## config.mk

```make
export PLATFORM = sky130hd
export DESIGN_NAME = eval_arbiter
export DESIGN_NICKNAME = d
export VERILOG_FILES = /design/src/rtl/eval_arbiter_pkg.sv /design/src/rtl/eval_arbiter_func_eval.sv /design/src/rtl/eval_arbiter.sv
export SDC_FILE = /design/constraint.sdc
export NUM_CORES = 1
export LEC_CHECK = 0
export BUFFER_PORTS_ARGS = -buffer_cell sky130_fd_sc_hd__buf_2
export CORE_UTILIZATION = 50
export DETAILED_ROUTE_END_ITERATION = 10
export PLACE_DENSITY_LB_ADDON = 0.08
export SLEW_MARGIN = 20
export SYNTH_ARGS = -nofsm -noshare
export SYNTH_HDL_FRONTEND = slang
export SYNTH_HIERARCHICAL = 1
export SYNTH_SLANG_ARGS = --single-unit
```

## constraint.sdc

```tcl
create_clock -name clk -period 3.5 [get_ports clk]
set_input_delay 0.175 -clock clk [delete_from_list [all_inputs] [get_ports clk]]
set_output_delay 0.175 -clock clk [all_outputs]
set_load 0.02 [all_outputs]
```

## src/rtl/eval_arbiter_pkg.sv

```systemverilog
// Shared types and constants for the round-robin function-evaluator arbiter.
package eval_arbiter_pkg;

    localparam int N_REQ = 4;
    localparam int X_W   = 5;
    localparam logic [31:0] F_TABLE = 32'h81E855AC;

    typedef enum logic [1:0] {
        IDLE,
        SWEEP,
        DONE
    } state_t;

endpackage

```

## src/rtl/eval_arbiter_func_eval.sv

```systemverilog
// Combinational 5-input function: 2:4 decode of {x4,x3} feeding an 8:1 mux on x[2:0].
module func_eval
    import eval_arbiter_pkg::*;
(
    input  logic [X_W-1:0] x,
    output logic           y
);

    logic [3:0] dec;

    // dec[0]: ~x4&~x3, dec[1]: ~x4&x3, dec[2]: x4&~x3, dec[3]: x4&x3
    always_comb begin
        dec = 4'b0001 << x[4:3];
    end

    always_comb begin
        y = 1'b0;
        case (x[2:0])
            3'd0:    y = dec[1] | dec[3];
            3'd1:    y = 1'b0;
            3'd2:    y = dec[0] | dec[1];
            3'd3:    y = dec[0] | dec[2];
            3'd4:    y = dec[1];
            3'd5:    y = dec[0] | dec[2];
            3'd6:    y = dec[1] | dec[2];
            default: y = dec[0] | dec[2] | dec[3];
        endcase
    end

endmodule

```

## src/rtl/eval_arbiter.sv

```systemverilog
// Round-robin arbiter sharing one function evaluator between requesters and a background truth-table sweep.
module eval_arbiter #(
    parameter int N_REQ = eval_arbiter_pkg::N_REQ
) (
    input  logic                                  clk,
    input  logic                                  rst,
    input  logic [N_REQ-1:0]                      req,
    input  logic [N_REQ*eval_arbiter_pkg::X_W-1:0] req_x,
    output logic [N_REQ-1:0]                      gnt,
    output logic                                  rsp_valid,
    output logic [1:0]                            rsp_id,
    output logic                                  rsp_y,
    input  logic                                  start,
    output logic                                  busy,
    output logic                                  done,
    output logic [31:0]                           sweep_table
);
    import eval_arbiter_pkg::*;

    logic [1:0]     last_q;
    logic [1:0]     win;
    logic [1:0]     idx;
    logic           found;
    logic           any_req;
    logic [X_W-1:0] eval_x;
    logic           eval_y;
    state_t         state;
    logic [4:0]     count;

    assign any_req = |req;

    // Search starts one past the last winner; offset N_REQ wraps back onto it.
    always_comb begin
        win   = last_q;
        idx   = last_q;
        found = 1'b0;
        for (int k = 1; k <= N_REQ; k++) begin
            idx = last_q + 2'(k);
            if (!found && req[idx]) begin
                win   = idx;
                found = 1'b1;
            end
        end
    end

    always_comb begin
        gnt = '0;
        if (any_req && !rst) begin
            gnt[win] = 1'b1;
        end
    end

    // Requests always own the evaluator; the sweep only sees it on idle cycles.
    assign eval_x = any_req ? req_x[int'(win)*X_W +: X_W] : count;

    func_eval u_eval (
        .x (eval_x),
        .y (eval_y)
    );

    always_ff @(posedge clk or posedge rst) begin
        if (rst) begin
            last_q      <= 2'(N_REQ - 1);
            rsp_valid   <= 1'b0;
            rsp_id      <= 2'd0;
            rsp_y       <= 1'b0;
            state       <= IDLE;
            count       <= 5'd0;
            busy        <= 1'b0;
            done        <= 1'b0;
            sweep_table <= 32'd0;
        end else begin
            done      <= 1'b0;
            rsp_valid <= any_req;
            if (any_req) begin
                rsp_id <= win;
                rsp_y  <= eval_y;
                last_q <= win;
            end
            case (state)
                IDLE: begin
                    if (start) begin
                        state       <= SWEEP;
                        busy        <= 1'b1;
                        count       <= 5'd0;
                        sweep_table <= 32'd0;
                    end
                end
                SWEEP: begin
                    if (!any_req) begin
                        sweep_table[count] <= eval_y;
                        count              <= count + 5'd1;
                        if (count == 5'd31) begin
                            state <= DONE;
                            busy  <= 1'b0;
                            done  <= 1'b1;
                        end
                    end
                end
                DONE: begin
                    state <= IDLE;
                end
                default: begin
                    state <= IDLE;
                end
            endcase
        end
    end

endmodule

```

Word-level counts from Yosys, hierarchy flattened
Cells that the tools add are included.
Word-level totals
  flip-flop bits (word level): 47
  output and inout bits: 42
  logic and storage cells: 98
Cells by class
  add/sub/neg operators: 4
  $mul: 1
  $lt $le $gt $ge: 8
  equality and inequality tests: 11
  shift operators: 2
  muxes and demuxes: 40
  bitwise gates (word level): 5
  reductions and logical operators: 18
Operators with widths (count)
  $mux W32: 2
  $pmux W32 S2: 1
  $bwmux W32: 1
  $shiftx A20 B6 Y5: 1
  $lt A2 B3 Y1 const B: 5
  $mux W1: 15
  $mux W5: 3
  $mux W2: 7
  $pmux W5 S2: 1
  $eq A3 B3 Y1 const B: 3
  $bmux W1 S2: 4
  $eq A3 B2 Y1 const B: 2
  $logic_and A1 B1 Y1: 6
  $lt A5 B6 Y1 const B: 1
  $ne A2 B2 Y1 const B: 3
  $pmux W1 S6: 1
  $reduce_and A3 Y1: 2
  $add A5 B1 Y5 const B: 1
  $demux W1 S5: 1
  $eq A5 B5 Y1 const B: 1
  $ge A5 B1 Y1 const B: 1
  $mul A2 B3 Y5 const B: 1
  $or A1 B1 Y1: 5
  $add A2 B2 Y2 const B: 2
  16 further kinds: 19

Longest topological paths before layout
Gate-level depths: netlist of run 1.
  depth in word-level cells: 23
  gate-level depth with buffers: 14

By module
The synthesis of run 1 kept the hierarchy.
Modules (own cells, without submodules)
  eval_arbiter: times used 1, cells an instance 270, area each 2527.4 sq um, sequential area each 1178.6 sq um
  func_eval: times used 1, cells an instance 10, area each 67.6 sq um, sequential area each 0.0 sq um

Worst setup path before layout of run 1
No wires, ideal clock.
  kind: register -> register
  start point: register last_q[0]
  end point: register sweep_table[10]
  library setup time: 0.137 ns
  data arrival time: 2.878 ns
  data required time: 3.363 ns
  setup slack: 0.485 ns
  cell stages (with the launch flop): 15
  path buffers: 3
  period minus slack after synthesis: 3.015 ns
  cells stage by stage: dfstp_2 nand2b_1 a21bo_2 and3_1 buf_2 inv_2 or3_1 a32o_1 a21boi_1 o211ai_1 a211o_1 nand2_1 clkbuf_1 clkbuf_1 mux2i_1
On the way
  cells in the longest elaborated chain, start to end: 23
  elaborated cells between the ends (all ways): 45
RTL lines
  from (decl): line eval_arbiter.sv:20  | logic [1:0] last_q;
  from (signal assigned): line eval_arbiter.sv:63  | last_q <= 2'(N_REQ - 1);
  from (signal assigned): line eval_arbiter.sv:78  | last_q <= win;
  $add A2 B1 Y2: line eval_arbiter.sv:38  | idx = last_q + 2'(k);
  $bmux W1 S2: line eval_arbiter.sv:39  | if (!found && req[idx]) begin
  $mux W1 (not written as such): line eval_arbiter.sv:39
  $mux W1: line eval_arbiter.sv:39
  $logic_not A1 Y1: line eval_arbiter.sv:39
  $logic_and A1 B1 Y1: line eval_arbiter.sv:39
  $mux W1: line eval_arbiter.sv:39
  $logic_not A1 Y1: line eval_arbiter.sv:39
  [8 not listed]
  named net eval_x[4]: line eval_arbiter.sv:25  | logic [X_W-1:0] eval_x;
  $shl A1 B2 Y4 *: line eval_arbiter_func_eval.sv:13  | dec = 4'b0001 << x[4:3];
  $or A1 B1 Y1: line eval_arbiter_func_eval.sv:22, eval_arbiter_func_eval.sv:24, eval_arbiter_func_eval.sv:26
  $or A1 B1 Y1: line eval_arbiter_func_eval.sv:26  | default: y = dec[0] | dec[2] | dec[3];
  $pmux W1 S6 *: line eval_arbiter_func_eval.sv:18  | case (x[2:0])
  named net eval_y: line eval_arbiter.sv:26  | logic eval_y;
  $bwmux W32 *: line eval_arbiter.sv:91  | sweep_table[count] <= eval_y;
  $mux W32 *: line eval_arbiter.sv:90  | if (!any_req) begin
  $pmux W32 S2 *: line eval_arbiter.sv:80  | case (state)
  to (signal, indexed assignment): line eval_arbiter.sv:91
  to (decl): line eval_arbiter.sv:16  | output logic [31:0] sweep_table
The timed path passes the listed nets; every way through them passes the cells marked *. The select of a mux whose other input is x is not followed.
A chain may end at the register's enable or synchronous reset.

Worst setup path in the final report of run 1
  start point: register last_q[0]
  end point: register sweep_table[3]
On the way
  elaborated cells between the ends (all ways): 45
RTL lines (line)
  $add A2 B1 Y2: eval_arbiter.sv:38
  $bmux W1 S2: eval_arbiter.sv:39
  $mux W1 (not written as such): eval_arbiter.sv:39
  $mux W1: eval_arbiter.sv:39
  $logic_not A1 Y1: eval_arbiter.sv:39
  $logic_and A1 B1 Y1: eval_arbiter.sv:39
  $mux W1: eval_arbiter.sv:39
  $logic_not A1 Y1: eval_arbiter.sv:39
  [8 not listed]
  named net eval_x[1]: eval_arbiter.sv:25
  $eq A3 B2 Y1 or $eq A3 B3 Y1 (tied branches): eval_arbiter_func_eval.sv:18
  $reduce_or A2 Y1 (no line)
  $pmux W1 S6 *: eval_arbiter_func_eval.sv:18
  named net eval_y: eval_arbiter.sv:26
  $bwmux W32 *: eval_arbiter.sv:91
  $mux W32 *: eval_arbiter.sv:90
  $pmux W32 S2 *: eval_arbiter.sv:80
Marked as above.

==> impl_metrics.py, run 1 <==
metrics = {
    "clock_tree": {
        "numCtsBuffers": 5,
        "clock_latency_late_sink_ns": 0.30,
        "post-cts-setup-buffer-count": 0,
        "total_of_hold_buffers_inserted_after_clock_tree_synthesis": 0,
        "ctsRootBufferMaster": "clkbuf_8",
        "cts_resized": 0,
        "cts.sinks": 47,
        "htreeDepth": 2,
        "cts_tree": "built",
        "clock_path_buffers": 2,
        "clk_pin_slew_worst_paths_ns": 0.09,
    },
    "final_layout": {
        "antenna_cells_inserted": 0,
        "final_layout_size_suffix_gt1_share_pct": 25.8,
        "mostFrequentLayoutCell": "nand2_1",
        "final_cell_mix": "nand2_1 (77), buf_2 (68), dfrtp_1 (45)",
        "finish.cell_count_without_fillers": 408,
        "layout.nets": 372,
        "layout.core_utilization_pct": 63.2,
        "area_growth_pct": 18.1,
    },
    "yosys": {
        "postSynthCellCount": 280,
        "synth_area_per_cell_um2": 9.27,
        "synthesis.nets": 312,
        "post_synth_main_area_contributors": "dfrtp_1 (43%), mux2i_1 (12%), nand2_1 (11%)",
        "yosysTopAreaCellShare_pct": 43.4,
        "synth-edff-count": 0,
        "yosys_warnings": 6,
        "synth-seq-area-share_pct": 45.4,
        "synth-async-reset-ratio_pct": 100,
        "synthDominantAreaCellType": "dfrtp_1",
        "ys_types": 41,
        "dominantRegCellSynth": "dfrtp_1",
        "flip_flop_and_latch_count_after_synthesis": 47,
        "synthesis.area_um2": 2590,
    },
    "sta": {
        "finalHoldWorstSlack_ns": 0.0473,
        "timing.slew.headroom_pct": 52.5,
        "finalSetupTns_ns": 0,
        "rsz0062_at_grt": "no",
        "final_max_slew_viol_count": 0,
        "period_share_pct": 92.0,
        "final_setup_fails": 0,
        "finalHoldViolCount": 0,
        "timing.clock.skew_ns": 0.0150,
        "post-route-min-period_ns": 3.22,
        "fmax_mhz": 311,
        "max_slew.worst_pin.slew_ns": 0.711,
    },
    "global_route": {
        "grt_start_max_net_pins": 50,
        "global_route.overflow_total": 0,
        "grt_pass1_vias": 2101,
        "grt_use_total_pct": 22.5,
        "first_pass_grt_wire_length_um": 9500,
        "grt_antenna_before_repair": 0,
    },
    "critical_path": {
        "worstReg2RegEnd": "sweep_table[3]",
        "crit-reg2reg-launch": "last_q[0]",
        "crit_type": "reg2reg",
        "cp-endpoint": "sweep_table[3]",
        "crit_path_max_fo": 9,
        "timing.critical_path.from": "last_q[0]",
        "reg2reg_depth": 12,
        "reg2reg_slack_ns": 0.28,
        "cp_data_arrival_time_ns": 3.39,
        "start_kind": "flop",
        "critical_path.endpoint_type": "flop",
        "timing.critical_path.required_ns": 3.68,
    },
    "place": {
        "gp_congestion": 0.813,
        "portBuffers": 68,
        "post-dp-hpwl_um": 4000,
        "numPlacedInstances": 400,
    },
    "drt": {
        "wire_length_reported_by_the_detailed_router_um": 5720,
        "drt_iter0_markers": 117,
        "iteration_count_of_the_initial_detailed_routing_pass": 4,
        "via_density_per_instance": 5.41,
        "via_count_of_the_routed_design": 2207,
        "drt.antenna.violating_nets": 0,
        "drt_drc_violations_left": 0,
        "detail_routed_net_length_per_standard_cell_um": 14.0,
    },
    "die": {
        "initial_core_util_pct": 53.5,
        "core-area_um2": 4850,
        "fp.dieW_um": 74.0,
        "top_level_ports": 69,
        "standard_cell_rows": 25,
        "die_area_um2": 5480,
        "dieHeight_um": 74.0,
    },
    "status": {
        "run_status": "finished clean",
    },
    "job": {
        "cap_violations": 0,
    },
    "pwr": {
        "ir_worst_vdd_mv": 0.404,
        "finalPower_mw": 1.88,
        "power_density_nw_per_um2": 615,
        "power.leakage_nw": 1.69,
    },
    "hold_path": {
        "hold_path.class": "in2async",
    },
}
synth_stat cells (all sizes together) (6+ instances only):
| library cell | n |
|---|---|
| clkbuf | 12 |
| nor2 | 8 |
| dfrtp | 45 |
| nor2b | 7 |
| a32o | 6 |
| nand2 | 77 |
| or3 | 10 |
| buf | 6 |
| and3 | 10 |
| o21ai | 9 |
| inv | 7 |
| mux2i | 31 |
registers in the layout (all words and copies together) (netlist names):
| register | count |
|---|---|
| sweep_table | 32 |
| count | 5 |
| last_q | 2 |
| rsp_id | 2 |
| state | 2 |
| busy | 1 |
| done | 1 |
| rsp_valid | 1 |
| rsp_y | 1 |
metrics by stage:
| stage | cell area (µm²) | setup slack, ns |
|---|---|---|
| final | 3060 | 0.282 |
| after global routing | 3060 | 0.000491 |
| after CTS | 3060 | 0.307 |
| after detailed placement | 2970 | 0.341 |
| after global placement | 2970 | 0.438 |
| after floorplan | 2590 | 0.485 |
report_power, final:
group / internal [mW] / switching (mW)
registers: 0.618 / 0.0562
logic: 0.326 / 0.540
clock network: 0.162 / 0.183
total: 1.11 / 0.779
kinds of logic after synthesis:
kind of cell,after synthesis,share of synthesized area (%)
multiplexers,31,12.0
AND/OR/NAND/NOR,137,26.2
adder cells (fa/ha/maj),5,2.41
XOR/XNOR,1,0.338
AO/OA/AOI/OAI,34,9.79
buffers and inverters,25,3.86
flip-flops,47,45.4
how the worst min path moves through the flow:
stage	to	start	slack [ns]	cells after the start
after detailed placement	state[1]	rst	0.40	3
final	sweep_table[9]	rst	0.05	3
after global routing	sweep_table[23]	rst	0.12	3
after CTS	sweep_table[18]	rst	0.07	3
after global placement	state[1]	rst	0.40	3
after floorplan	count[0]	req[0]	0.39	3
critical path, cell delays in order (launching register included):
cell	delay, ns
dfstp_2	0.54
nand2b_1	0.11
a21bo_2	0.18
and3_1	0.34
inv_2	0.13
or3_1	0.32
a32o_1	0.29
nand2b_1	0.15
a211oi_1	0.23
a211o_1	0.17
nand2_1	0.07
or2_2	0.32
o41ai_1	0.25
routing by layer:
layer  global-route usage, %  vias to the layer above  part of all wire, %
met3                    3.93                        8                  3.5
met2                    36.0                       51                   47
met4                    6.84                        0                  1.3
li1                        -                     1086                    -
met5                       0                        -                    0
met1                    31.3                     1062                   48
final cells by class:
cell class	count	area [µm²]
timing repair buffer	71	363
clock inverter	2	13.8
inverter	7	26.3
fill	432	1780
clock buffer	6	82.6
sequential	47	1180
multi-input combinational	208	1320
tap	67	83.8
(Power assumes the default switching activity.)
==> run 2: changes to the inputs <==
- clock period: 3.5 -> 4.1 ns (I/O delays scaled with it)
==> run 2 against run 1 <==
  * Hold slack improved by 0.011 ns
  * Highest routed layer unchanged
  * Register-to-register slack improved by 0.59 ns
  * Via count decreased by 1.3%
  * Critical path type unchanged
  * Flip-flop and latch count unchanged
  * Final area decreased by 0.37%
  * Largest cell class unchanged
  * Clock-buffer cell count unchanged
  * Core utilization decreased by 0.23 points
==> impl_metrics.py, run 2 (same netlist as run 1, synthesis figures left out) <==
metrics = {
    "clock_tree": {
        "clock_path_buffers": 2,
        "cts.sinks": 47,
        "post-cts-setup-buffer-count": 0,
        "ctsRootBufferMaster": "clkbuf_8",
        "clk_pin_slew_worst_paths_ns": 0.09,
        "cts_resized": 0,
        "total_of_hold_buffers_inserted_after_clock_tree_synthesis": 0,
        "clock_latency_late_sink_ns": 0.30,
        "numCtsBuffers": 5,
        "htreeDepth": 2,
        "cts_tree": "built",
    },
    "drt": {
        "via_density_per_instance": 5.37,
        "wire_length_reported_by_the_detailed_router_um": 5970,
        "drt.antenna.violating_nets": 0,
        "iteration_count_of_the_initial_detailed_routing_pass": 4,
        "detail_routed_net_length_per_standard_cell_um": 14.7,
        "via_count_of_the_routed_design": 2179,
        "drt_drc_violations_left": 0,
        "drt_iter0_markers": 150,
    },
    "pwr": {
        "power.leakage_nw": 1.68,
        "power_density_nw_per_um2": 529,
        "ir_worst_vdd_mv": 0.340,
    },
    "sta": {
        "timing.slew.headroom_pct": 44.5,
        "final_setup_fails": 0,
        "max_slew.worst_pin.slew_ns": 0.832,
        "fmax_mhz": 310,
        "post-route-min-period_ns": 3.23,
        "period_share_pct": 78.8,
        "final_max_slew_viol_count": 0,
        "rsz0062_at_grt": "no",
        "finalSetupTns_ns": 0,
        "finalHoldViolCount": 0,
        "timing.clock.skew_ns": 0.00758,
    },
    "global_route": {
        "grt_start_max_net_pins": 50,
        "grt_antenna_before_repair": 0,
        "global_route.overflow_total": 0,
        "grt_use_total_pct": 23.6,
        "first_pass_grt_wire_length_um": 9850,
        "use_met2_pct": 36.1,
        "grt.busiest_layer": "met2",
        "grt_pass1_vias": 2063,
        "grt_util_met3_pct": 3.66,
        "global_route.usage.met1_pct": 34.6,
    },
    "die": {
        "die_area_um2": 5480,
        "standard_cell_rows": 25,
        "dieHeight_um": 74.0,
        "fp.dieW_um": 74.0,
        "top_level_ports": 69,
        "initial_core_util_pct": 53.5,
        "core-area_um2": 4850,
    },
    "final_layout": {
        "flip_flop_count_of_the_largest_register_all_copies_and_words_added": 32,
        "layout.area.seq_um2": 1180,
        "multiInputGateArea_um2": 1320,
        "fin_area_um2": 3050,
        "final_cell_mix": "nand2_1 (77), buf_2 (68), dfrtp_1 (45)",
        "largest_registers": "sweep_table (32), count (5)",
        "area_growth_pct": 17.6,
        "final_layout_size_suffix_gt1_share_pct": 25.4,
        "layout.nets": 371,
        "antenna_cells_inserted": 0,
        "max_flop_register": "sweep_table",
        "layout.core_utilization_pct": 63.0,
        "mostFrequentLayoutCell": "nand2_1",
        "filler_cell_count": 433,
    },
    "critical_path": {
        "reg2reg_slack_ns": 0.87,
        "critical_path.slowest_cell": "dfstp_2",
        "crit_path_max_fo": 9,
        "worst_path_cell_chain": "nand2b_1 -> a21bo_2 -> and3_1 -> inv_2 -> or3_1 -> a32o_1 -> nand2b_1 -> a211oi_1 -> a211o_1 -> nand2_1 -> or2_2 -> o41ai_1",
        "reg2reg_depth": 12,
        "worst_path_most_repeated_cell": "nand2b_1",
        "cp_data_arrival_time_ns": 3.42,
        "slowest_delay_ns": 0.54,
        "worstReg2RegEnd": "sweep_table[3]",
        "crit-reg2reg-launch": "last_q[0]",
        "crit_type": "reg2reg",
        "timing.critical_path.required_ns": 4.29,
        "critical_path.endpoint_type": "flop",
        "start_kind": "flop",
    },
    "hold_path": {
        "hold_path.class": "in2async",
    },
    "place": {
        "gp_congestion": 0.815,
        "portBuffers": 68,
        "post-dp-hpwl_um": 4080,
        "postPlaceCellArea_um2": 2960,
    },
    "job": {
        "cap_violations": 0,
    },
    "status": {
        "run_status": "finished clean",
    },
}
==> run 2: final cells by class <==
type	instances	area share [%]
clock buffer	6	2.70
clock inverter	1	0.287
inverter	7	0.902
multi-input combinational	208	43.1
sequential	47	38.6
tap	67	2.75
timing repair buffer	70	11.6
==> run 2: worst max-delay path: cells and delay by family (launching register included) <==
kind                   cells  cell delay [ns]
AND/OR/NAND/NOR            6             1.34
AO/OA/AOI/OAI              5             1.12
flip-flops                 1             0.54
buffers and inverters      1             0.13
==> run 2: report_power, final <==
group / leakage, nW / switching (mW) / internal, mW / total (mW)
sequential: 0.619 / 0.0483 / 0.528 / 0.576
combinational: 1.01 / 0.470 / 0.278 / 0.748
clock: 0.0477 / 0.157 / 0.136 / 0.293
total: 1.68 / 0.675 / 0.941 / 1.62
==> run 2: how the worst max path moves through the flow <==
stage              start              end  slack, ns
3_5_place_dp   last_q[0]   sweep_table[3]       0.93
3_3_place_gp   last_q[0]   sweep_table[3]       1.02
4_1_cts        last_q[0]   sweep_table[3]       0.89
5_1_grt        last_q[0]   sweep_table[3]       0.50
6_report       last_q[0]   sweep_table[3]       0.87
2_1_floorplan  last_q[0]  sweep_table[10]       1.09
==> run 2: through the flow <==
| stage | hold slack [ns] | worst slack [ns] | power [mW] | cells |
|---|---|---|---|---|
| after global placement | 0.451 | 1.02 | 1.33 | 399 |
| after CTS | 0.195 | 0.889 | 1.62 | 406 |
| final | 0.0587 | 0.870 | 1.62 | 406 |
| after global routing | 0.135 | 0.504 | 1.73 | 406 |
| after detailed placement | 0.456 | 0.926 | 1.33 | 399 |
| after floorplan | 0.416 | 1.09 | 1.15 | 280 |
==> run 2: metal layers <==
| metal | vias to the layer above | wire [µm] |
|---|---|---|
| met1 | 1041 | 2910 |
| met3 | 7 | 233 |
| li1 | 1079 | - |
| met2 | 52 | 2750 |
| met5 | - | 0 |
| met4 | 0 | 67 |
==> run 3: changes to the inputs <==
- ABC_AREA: not set -> 1
- clock period: 4.1 -> 3.12 ns (I/O delays scaled with it)
==> run 3 against run 2 <==
  * The flow now finishes with violations (hold timing)
  * Final cell count is 22% higher
  * Final area is 6.6% higher
  * Global-route usage hardly changed
  * Sequential power is 50% higher
  * Clock-buffer cell count is 1 higher
  * Core utilization is 0.44 points lower
  * Register-to-register slack worse by 0.62 ns
==> impl_metrics.py, run 3 <==
metrics = {
    "status": {
        "run_status": "complete, but fails checks",
        "failed_checks": "hold timing",
    },
    "yosys": {
        "dominantRegCellSynth": "dfrtp_1",
        "flip_flop_and_latch_count_after_synthesis": 47,
        "synthesis.area_um2": 2760,
        "ys_types": 30,
        "yosysTopAreaCellShare_pct": 40.8,
        "synth_most_common_cell": "nand2_1",
        "postSynthCellCount": 357,
        "yosys-top-cells-count": "nand2_1 (63), nand3_1 (49), dfrtp_1 (45)",
        "synth-edff-count": 0,
        "synth-async-reset-ratio_pct": 100,
        "synth_area_per_cell_um2": 7.72,
        "post_synth_main_area_contributors": "dfrtp_1 (41%), nand3_1 (8.9%), nand2_1 (8.6%)",
        "yosys_warnings": 6,
        "synthesis.nets": 389,
        "synth-seq-area-share_pct": 42.7,
        "synthDominantAreaCellType": "dfrtp_1",
    },
    "final_layout": {
        "area_growth_pct": 18.0,
        "antenna_cells_inserted": 0,
        "final_layout_size_suffix_gt1_share_pct": 30.1,
        "mostFrequentLayoutCell": "buf_2",
        "final_cell_mix": "buf_2 (68), nand2_1 (63), nand3_1 (49)",
        "finish.cell_count_without_fillers": 495,
        "fin_area_um2": 3250,
        "largest_registers": "sweep_table (32), count (5)",
        "max_flop_register": "sweep_table",
        "layout.core_utilization_pct": 62.5,
        "layout.nets": 456,
        "flip_flop_count_of_the_largest_register_all_copies_and_words_added": 32,
    },
    "die": {
        "core-area_um2": 5200,
        "dieHeight_um": 76.3,
        "fp.dieW_um": 76.3,
        "die_area_um2": 5820,
        "standard_cell_rows": 26,
        "top_level_ports": 69,
        "initial_core_util_pct": 53.0,
    },
    "place": {
        "post-dp-hpwl_um": 4740,
        "gp_congestion": 0.851,
        "portBuffers": 68,
        "numPlacedInstances": 486,
        "postPlaceCellArea_um2": 3140,
    },
    "sta": {
        "timing.clock.skew_ns": 0.00777,
        "timing.slew.headroom_pct": 39.4,
        "finalHoldViolCount": 26,
        "rsz0062_at_grt": "no",
        "post-route-min-period_ns": 2.87,
        "finalSetupTns_ns": 0,
        "final_setup_fails": 0,
        "max_slew.worst_pin.slew_ns": 0.908,
        "finalHoldWorstSlack_ns": -0.00843,
        "period_share_pct": 92.1,
        "fmax_mhz": 348,
        "final_max_slew_viol_count": 0,
    },
    "job": {
        "cap_violations": 0,
    },
    "global_route": {
        "grt_start_max_net_pins": 48,
        "grt_use_total_pct": 23.6,
        "global_route.overflow_total": 0,
        "grt_pass1_vias": 2337,
        "grt_antenna_before_repair": 0,
        "first_pass_grt_wire_length_um": 10900,
    },
    "clock_tree": {
        "ctsRootBufferMaster": "clkbuf_8",
        "numCtsBuffers": 5,
        "clock_path_buffers": 2,
        "htreeDepth": 2,
        "cts_tree": "built",
        "cts.sinks": 47,
        "clock_latency_late_sink_ns": 0.30,
        "clk_pin_slew_worst_paths_ns": 0.09,
    },
    "critical_path": {
        "timing.critical_path.required_ns": 3.30,
        "start_kind": "flop",
        "crit_type": "reg2reg",
        "critical_path.endpoint_type": "flop",
        "crit-reg2reg-launch": "last_q[0]",
        "crit_path_max_fo": 11,
        "timing.critical_path.from": "last_q[0]",
        "cp_data_arrival_time_ns": 3.05,
    },
    "pwr": {
        "power.leakage_nw": 1.68,
        "power_density_nw_per_um2": 1140,
        "ir_worst_vdd_mv": 0.686,
    },
    "hold_path": {
        "hold_path.class": "in2async",
    },
    "drt": {
        "iteration_count_of_the_initial_detailed_routing_pass": 4,
        "via_count_of_the_routed_design": 2593,
        "via_density_per_instance": 5.24,
        "detail_routed_net_length_per_standard_cell_um": 13.2,
        "drt.antenna.violating_nets": 0,
        "drt_iter0_markers": 157,
        "wire_length_reported_by_the_detailed_router_um": 6520,
        "drt_drc_violations_left": 0,
    },
}
[run 3: cell types whose count changed after synthesis, sizes merged, moves of 31 or more]
| cell | previous run | this run |
|---|---|---|
| nor2 | 8 | 41 |
| nand3 | 0 | 50 |
| mux2i | 31 | 0 |
| inv | 7 | 40 |
| a21oi | 4 | 39 |
[run 3: final cells by class]
cell class,instances,area (µm²)
Tap cell,70,87.6
Fill cell,477,1950
Inverter,40,154
Sequential cell,47,1180
Multi-Input combinational cell,259,1380
Clock buffer,7,86.3
Clock inverter,1,8.76
Timing Repair Buffer,71,363
[run 3: worst paths after layout]
kind | cells past startpoint | slack (ns) | to
max | 21 | 0.25 | sweep_table[27]
min | 2 | -0.008 | sweep_table[27]
max reg2reg | 21 | 0.25 | sweep_table[27]
min reg2reg | 2 | 0.48 | rsp_y
max in group asynchronous | 2 | 2.65 | count[2]
min in group clk | 3 | 0.21 | rsp_valid
[run 3: layer usage]
metal / vias to the layer above / global-route usage (%) / wire, µm
met5: - / 0 / 0
met4: 0 / 6.92 / 53
met3: 5 / 3.59 / 261
met2: 63 / 38.6 / 3120
met1: 1207 / 32.5 / 3080
li1: 1318 / - / -
[run 3: cell families (layout without fill, tap and decap cells)]
logic type | count (synthesis) | after routing | share of synthesized area, %
AOI/OAI and AO/OA | 74 | 74 | 15.6
adders and majority gates | 5 | 5 | 2.27
buffers and inverters | 51 | 119 | 7.76
DFF | 47 | 47 | 42.7
and+or+nand+nor | 180 | 180 | 31.7
[run 3: worst max-delay path, stage by stage, from the launching register on]
cell       delay, ns
dfstp_2         0.57
buf_4           0.17
nand2_1         0.08
nand2_2         0.09
nand2_2         0.09
nand2_2         0.09
nand2_2         0.07
nand2_1         0.07
nand2_2         0.15
nand2_4         0.15
nand2_1         0.06
nand3_1         0.09
nand3_1         0.07
nand2_1         0.12
nand2_1         0.09
nand2_1         0.07
nand2_1         0.06
nor2_1          0.08
nor2_1          0.06
buf_4           0.15
o31ai_1         0.27
a2bb2oi_1       0.11
[run 3: metrics by stage]
| step | setup slack (ns) | power (mW) |
|---|---|---|
| 2_1_floorplan | 0.610 | 2.67 |
| 3_3_place_gp | 0.227 | 3.23 |
| 3_5_place_dp | 0.180 | 3.27 |
| 4_1_cts | 0.165 | 3.66 |
| 5_1_grt | 0.0174 | 4.03 |
| 6_report | 0.248 | 3.71 |
[run 3: report_power, final]
group | total [mW] | internal, mW | switching (mW)
Sequential | 0.862 | 0.753 | 0.109
Combinational | 2.46 | 0.778 | 1.68
Clock | 0.382 | 0.182 | 0.201
[run 3: repair_timing]
action / CTS / global route
hold buffers: 0 / 0
gates resized for setup: 0 / 4
setup endpoints to repair: 0 / 32
buffers inserted: 0 / 1
